**config.mk**
```make
export PLATFORM = sky130hd
export DESIGN_NAME = circsat_search
export DESIGN_NICKNAME = d
export VERILOG_FILES = /design/src/rtl/circsat_search.sv
export SDC_FILE = /design/constraint.sdc
export NUM_CORES = 1
export LEC_CHECK = 0
export BUFFER_PORTS_ARGS = -buffer_cell sky130_fd_sc_hd__buf_2
export CAP_MARGIN = 20
export CORE_ASPECT_RATIO = 0.5
export CORE_MARGIN = 4
export CORE_UTILIZATION = 50
export CTS_BUF_LIST = sky130_fd_sc_hd__clkbuf_8
export CTS_CLUSTER_SIZE = 28
export DETAILED_ROUTE_END_ITERATION = 8
export HOLD_SLACK_MARGIN = 0.06
export PLACE_DENSITY = 0.71
export SLEW_MARGIN = 0
export SYNTH_ARGS = -nofsm -noshare
export SYNTH_HDL_FRONTEND = slang
export SYNTH_SLANG_ARGS = --single-unit
```
**constraint.sdc**
```tcl
create_clock -name clk -period 2.9 [get_ports clk]
set_input_delay 0.145 -clock clk [delete_from_list [all_inputs] [get_ports clk]]
set_output_delay 0.145 -clock clk [all_outputs]
set_load 0.05 [all_outputs]
```
**src/rtl/circsat_search.sv**
```systemverilog
// circsat_search: exhaustive search over a W-lane three-input circuit.
//   clk, rst      : clock, synchronous active-high reset
//   start         : launch a search; sampled only while idle
//   mode          : 0 = every lane must be satisfied, 1 = any lane suffices
//   stop_first    : 1 = stop as soon as the first solution is retired
//   busy          : a search is in progress
//   done          : one-cycle pulse when results become valid
//   found         : at least one solution was seen
//   first_sol     : lowest satisfying candidate, encoded {a,b,c}
//   sol_count     : number of satisfying candidates
module circsat_search #(
   parameter int W = 2
) (
   input  logic            clk,
   input  logic            rst,
   input  logic            start,
   input  logic            mode,
   input  logic            stop_first,
   output logic            busy,
   output logic            done,
   output logic            found,
   output logic [3*W-1:0]  first_sol,
   output logic [3*W:0]    sol_count
);
   localparam int CW = 3 * W;
   typedef enum logic [1:0] {IDLE, SEARCH, DRAIN, DONE} state_t;
   state_t          state;
   logic [CW:0]     cand;
   logic [CW:0]     cand_inc;
   logic            mode_q;
   logic            sf_q;
   logic            s1_valid;
   logic            s1_hit;
   logic [CW-1:0]   s1_cand;
   logic [W-1:0]    a, b, c, x4, x5, x6, x7, x8, x9, y;
   logic            hit;
   logic            s1_rec;
   // The gate network is kept exactly as drawn so it matches the
   // annealer-mapped circuit gate for gate.
   always_comb begin
      a        = cand[3*W-1:2*W];
      b        = cand[2*W-1:W];
      c        = cand[W-1:0];
      x4       = ~c;
      x5       = a | b;
      x6       = ~x4;
      x7       = a & b & x4;
      x8       = x5 | x6;
      x9       = x6 | x7;
      y        = x8 & x9 & x7;
      hit      = mode_q ? |y : &y;
      cand_inc = cand + (CW+1)'(1);
      s1_rec   = s1_valid & s1_hit;
   end
   always_ff @(posedge clk) begin
      if (rst) begin
         state     <= IDLE;
         cand      <= '0;
         mode_q    <= 1'b0;
         sf_q      <= 1'b0;
         s1_valid  <= 1'b0;
         s1_hit    <= 1'b0;
         s1_cand   <= '0;
         busy      <= 1'b0;
         done      <= 1'b0;
         found     <= 1'b0;
         first_sol <= '0;
         sol_count <= '0;
      end else begin
         // Stage 1 retires whenever it holds a valid entry.
         if (s1_rec) begin
            sol_count <= sol_count + (CW+1)'(1);
            if (!found) begin
               first_sol <= s1_cand;
               found     <= 1'b1;
            end
         end
         unique case (state)
            IDLE: begin
               done <= 1'b0;
               if (start) begin
                  mode_q    <= mode;
                  sf_q      <= stop_first;
                  cand      <= '0;
                  sol_count <= '0;
                  found     <= 1'b0;
                  first_sol <= '0;
                  s1_valid  <= 1'b0;
                  busy      <= 1'b1;
                  state     <= SEARCH;
               end
            end
            SEARCH: begin
               if (sf_q && s1_rec) begin
                  // The candidate evaluated this cycle is dropped.
                  s1_valid <= 1'b0;
                  busy     <= 1'b0;
                  done     <= 1'b1;
                  state    <= DONE;
               end else begin
                  s1_valid <= 1'b1;
                  s1_hit   <= hit;
                  s1_cand  <= cand[CW-1:0];
                  cand     <= cand_inc;
                  // Extra counter bit flags the issue of the last candidate.
                  if (cand_inc[CW]) state <= DRAIN;
               end
            end
            DRAIN: begin
               s1_valid <= 1'b0;
               busy     <= 1'b0;
               done     <= 1'b1;
               state    <= DONE;
            end
            DONE: begin
               done  <= 1'b0;
               state <= IDLE;
            end
            default: state <= IDLE;
         endcase
      end
   end
endmodule

```
==> summary.txt <==
Power
  – Static leakage: between 0.7 and 0.8 nW
  – Power density over the cells: 788 nW/µm²
  – Peak VDD IR: 0.000508 V

Layout
  – Fillcell total: between 200 and 250
  – Area Overhead vs Synth: 14.7%
  – Nets@finish: 208
  – Post-route core utilization: 0.641
  – Number of standard cells in the layout, taps in and fillers out: 235
  – Fraction of layout cells with a size suffix above 1: 0.177
  – Number of antenna repair diodes: 0

Setup path
  – Worst reg2reg path startpoint: state[0]$_SDFFE_PP0P_
  – Worst setup path endpoint: cand[4]$_SDFFE_PP0P_
  – Worst setup path startpoint: state[0]$_SDFFE_PP0P_
  – Capture instance of the worst register-to-register path: cand[4]$_SDFFE_PP0P_
  – CP Data Arrival Time: just under 2 ns
  – Worst setup SP type: flip-flop
  – Crit-path cells: inv_1, ha_1, mux2_2, nand2_1, or3_1, a21oi_1
  – Slowest stage delay, CP: 0.37 ns
  – Startpoint-to-endpoint class of the critical path: flip-flop to flip-flop
  – Flop2flop setup slack: 1.16 ns
  – Worst-path fanout max: 6
  – Type of destination of the critical path: flip-flop
  – Worst-path cell with the longest stage delay: sky130_fd_sc_hd__dfxtp_1
  – Data required time of the worst path: 3.11 ns
  – Number of cell instances on the worst register-to-register path: 6

Floorplanning
  – Placeable core region: 2770 µm²
  – Top Ports: 21
  – Effective utilization at floorplan: 0.558
  – DIE HEIGHT: 47.3 µm
  – Total Die Area: 4100 µm²
  – Rows: 13
  – Chip width: 86.6 µm

CTS
  – Root Buffer: sky130_fd_sc_hd__clkbuf_8
  – Maximum clock path buffer count: 2
  – Clock sink total: 35
  – Source-to-sink clock delay at the later pin of the worst-skew pair: 0.28 ns
  – Clock tree from TritonCTS: built
  – TritonCTS buffer count: 5
  – # Post-CTS Setup Buffers: 0
  – Clock-pin slew on the worst setup and hold paths: 0.07 ns
  – Hold-fix buffers, CTS: 0
  – Number of gates resized after CTS: 0
  – Number of H-tree branching levels: 2

Drt
  – DRC violation count after routing: 0
  – Via density per instance: 5.29
  – Detailed-route wire length: 2990 µm
  – Number of DRC markers after the initial detailed-route iteration: 46
  – First-pass iteration count of the detailed router: 4
  – Count of vias placed by the detailed router: roughly 1200
  – Residual antenna-violating net count after detailed routing: 0
  – Routed length per instance: approximately 13 µm

Global routing
  – Largest net degree at the start of global routing: 21
  – Wire length of the first global-routing pass: 5020 µm
  – Via count of the first global-routing pass: 1076
  – Initial antenna violation count: 0
  – Overflow left after global routing: 0
  – Gr usage total: 0.164

Logic synthesis
  – Synth Cell Area: ~1500 µm²
  – Count of flip-flops with a built-in enable after synthesis: 0
  – Most area-consuming cells after synthesis: sky130_fd_sc_hd__dfxtp_1, sky130_fd_sc_hd__nand2_1, sky130_fd_sc_hd__a21oi_1
  – Count of distinct cell types in the synthesized netlist: 37
  – Synth async-reset ratio: 0
  – Number of nets in the synthesized netlist: 188
  – Number of storage elements in the synthesis netlist: 35
  – Average cell area after synthesis: 8.72 µm²
  – Yosys synthesis warning count: 0
  – Share of the synthesized area in the top cell type: 0.454
  – Library cell occupying the most area in the post-synthesis netlist: sky130_fd_sc_hd__dfxtp_1
  – Post-synthesis cell count: approximately 180
  – Most frequent cells after synthesis: sky130_fd_sc_hd__dfxtp_1, sky130_fd_sc_hd__nand2_1, sky130_fd_sc_hd__nor2_1
  – Top-count cell post-synth: sky130_fd_sc_hd__dfxtp_1
  – Top flip-flop cell by instance count after synthesis: sky130_fd_sc_hd__dfxtp_1
  – Sequential cell area fraction in the yosys report: 0.454

STA
  – Final cycle utilization of the critical path: 0.600
  – Worst Max-Slew Pin Slew: 0.520 ns
  – Worst hold margin: 0.113 ns
  – Max Transition Viols Final: 0
  – Setup_tns: 0 ns
  – Final hold violation count: 0
  – Relative slew slack: 0.654
  – Period minus WS final: 1.74 ns
  – Setup-failing EPs final: 0
  – Unrepaired setup endpoints after global routing: false
  – Fin Clk Skew: 0.00817 ns
  – Worst path setup slack after routing: approximately 1.2 ns
  – Top achievable clock speed: 575 MHz

Placement
  – Global placer's final weighted congestion: 0.835
  – Worst slack at placement: between 1 and 1.5 ns
  – # port buffers: 20
  – HPWL reported at the end of detailed placement: 2120 µm
  – Cell count after placement: 227

Run status
  – Run status: complete, no violations

Run
  – Number of max-capacitance violations reported: 0

Worst hold path
  – Worst hold-check path type: input port to flip-flop
-- sequential cells by signal (all words and copies together), names as in the netlist, 2 cells and up --
| register | count |
|---|---|
| first_sol | 6 |
| state | 2 |
| s1_cand | 6 |
| sol_count | 7 |
| cand | 7 |
-- worst max-delay path: cells and delay by family (launching register included) --
family          cells  cell delay [ns]
compound gates      1             0.13
mux                 1             0.29
flops               1             0.37
fa+ha+maj           1             0.28
buf+inv             1             0.12
simple gates        2             0.48
-- how the worst min path moves through the flow --
stage               cells past startpoint  slack (ns)       start                   to
CTS                                     3         0.1  stop_first    sf_q$_SDFFE_PP0P_
floorplan                               2        0.29        mode  mode_q$_SDFFE_PP0P_
detailed placement                      3        0.41  stop_first    sf_q$_SDFFE_PP0P_
global placement                        3        0.40  stop_first    sf_q$_SDFFE_PP0P_
finish                                  3        0.11  stop_first    sf_q$_SDFFE_PP0P_
global route                            3        0.12  stop_first    sf_q$_SDFFE_PP0P_
-- layer usage --
| metal | GRT usage | up-vias | share of wire |
|---|---|---|---|
| met3 | 0.0543 | 4 | 0.052 |
| met1 | 0.218 | 570 | 0.54 |
| met2 | 0.249 | 22 | 0.40 |
| li1 | - | 646 | - |
| met5 | 0 | - | 0 |
| met4 | 0.0652 | 0 | 0.011 |
-- final cells by class --
cell class	count	area, µm²	share of cell area
Sequential cell	35	701	0.395
Timing Repair Buffer	20	100	0.0565
Tap cell	37	46.3	0.0261
Clock buffer	5	68.8	0.0388
Inverter	3	11.3	0.00636
Clock inverter	3	43.8	0.0247
Multi-Input combinational cell	132	801	0.452
-- layout by cell type (no fill, tap or decap), types with 3 or more instances in the layout --
master / synthesis / layout
sky130_fd_sc_hd__xor2_1: 4 / 4
sky130_fd_sc_hd__clkbuf_8: 0 / 5
sky130_fd_sc_hd__nand2_1: 27 / 27
sky130_fd_sc_hd__nand2b_1: 6 / 6
sky130_fd_sc_hd__nand3_1: 7 / 7
sky130_fd_sc_hd__and2_1: 3 / 3
sky130_fd_sc_hd__or3_1: 4 / 4
sky130_fd_sc_hd__a21oi_1: 16 / 16
sky130_fd_sc_hd__inv_1: 3 / 3
sky130_fd_sc_hd__nand4_1: 3 / 3
sky130_fd_sc_hd__xnor2_1: 3 / 3
sky130_fd_sc_hd__nor2_1: 20 / 20
sky130_fd_sc_hd__mux2i_1: 7 / 7
sky130_fd_sc_hd__dfxtp_1: 35 / 35
sky130_fd_sc_hd__buf_2: 1 / 20
sky130_fd_sc_hd__nor3_1: 3 / 3
sky130_fd_sc_hd__o21ai_0: 5 / 5
sky130_fd_sc_hd__ha_1: 6 / 6
-- power by group --
group	internal [mW]	total [mW]	switching [mW]
Sequential	0.526	0.566	0.0402
Clock	0.256	0.437	0.181
Combinational	0.128	0.394	0.266
Total	0.910	1.40	0.487
-- cell families after synthesis --
logic type	after synthesis	synth area share
simple gates	81	0.256
flops	35	0.454
compound gates	29	0.115
buf+inv	10	0.0276
mux	8	0.0527
xor+xnor	7	0.0397
fa+ha+maj	7	0.0551
-- metrics by stage --
step                total power, mW  cell area (µm²)
floorplan                     0.885             1540
detailed placement            0.969             1660
global route                   1.47             1770
finish                         1.40             1770
CTS                            1.41             1770
global placement              0.954             1660
No activity file was read; power rests on OpenSTA's default activity.
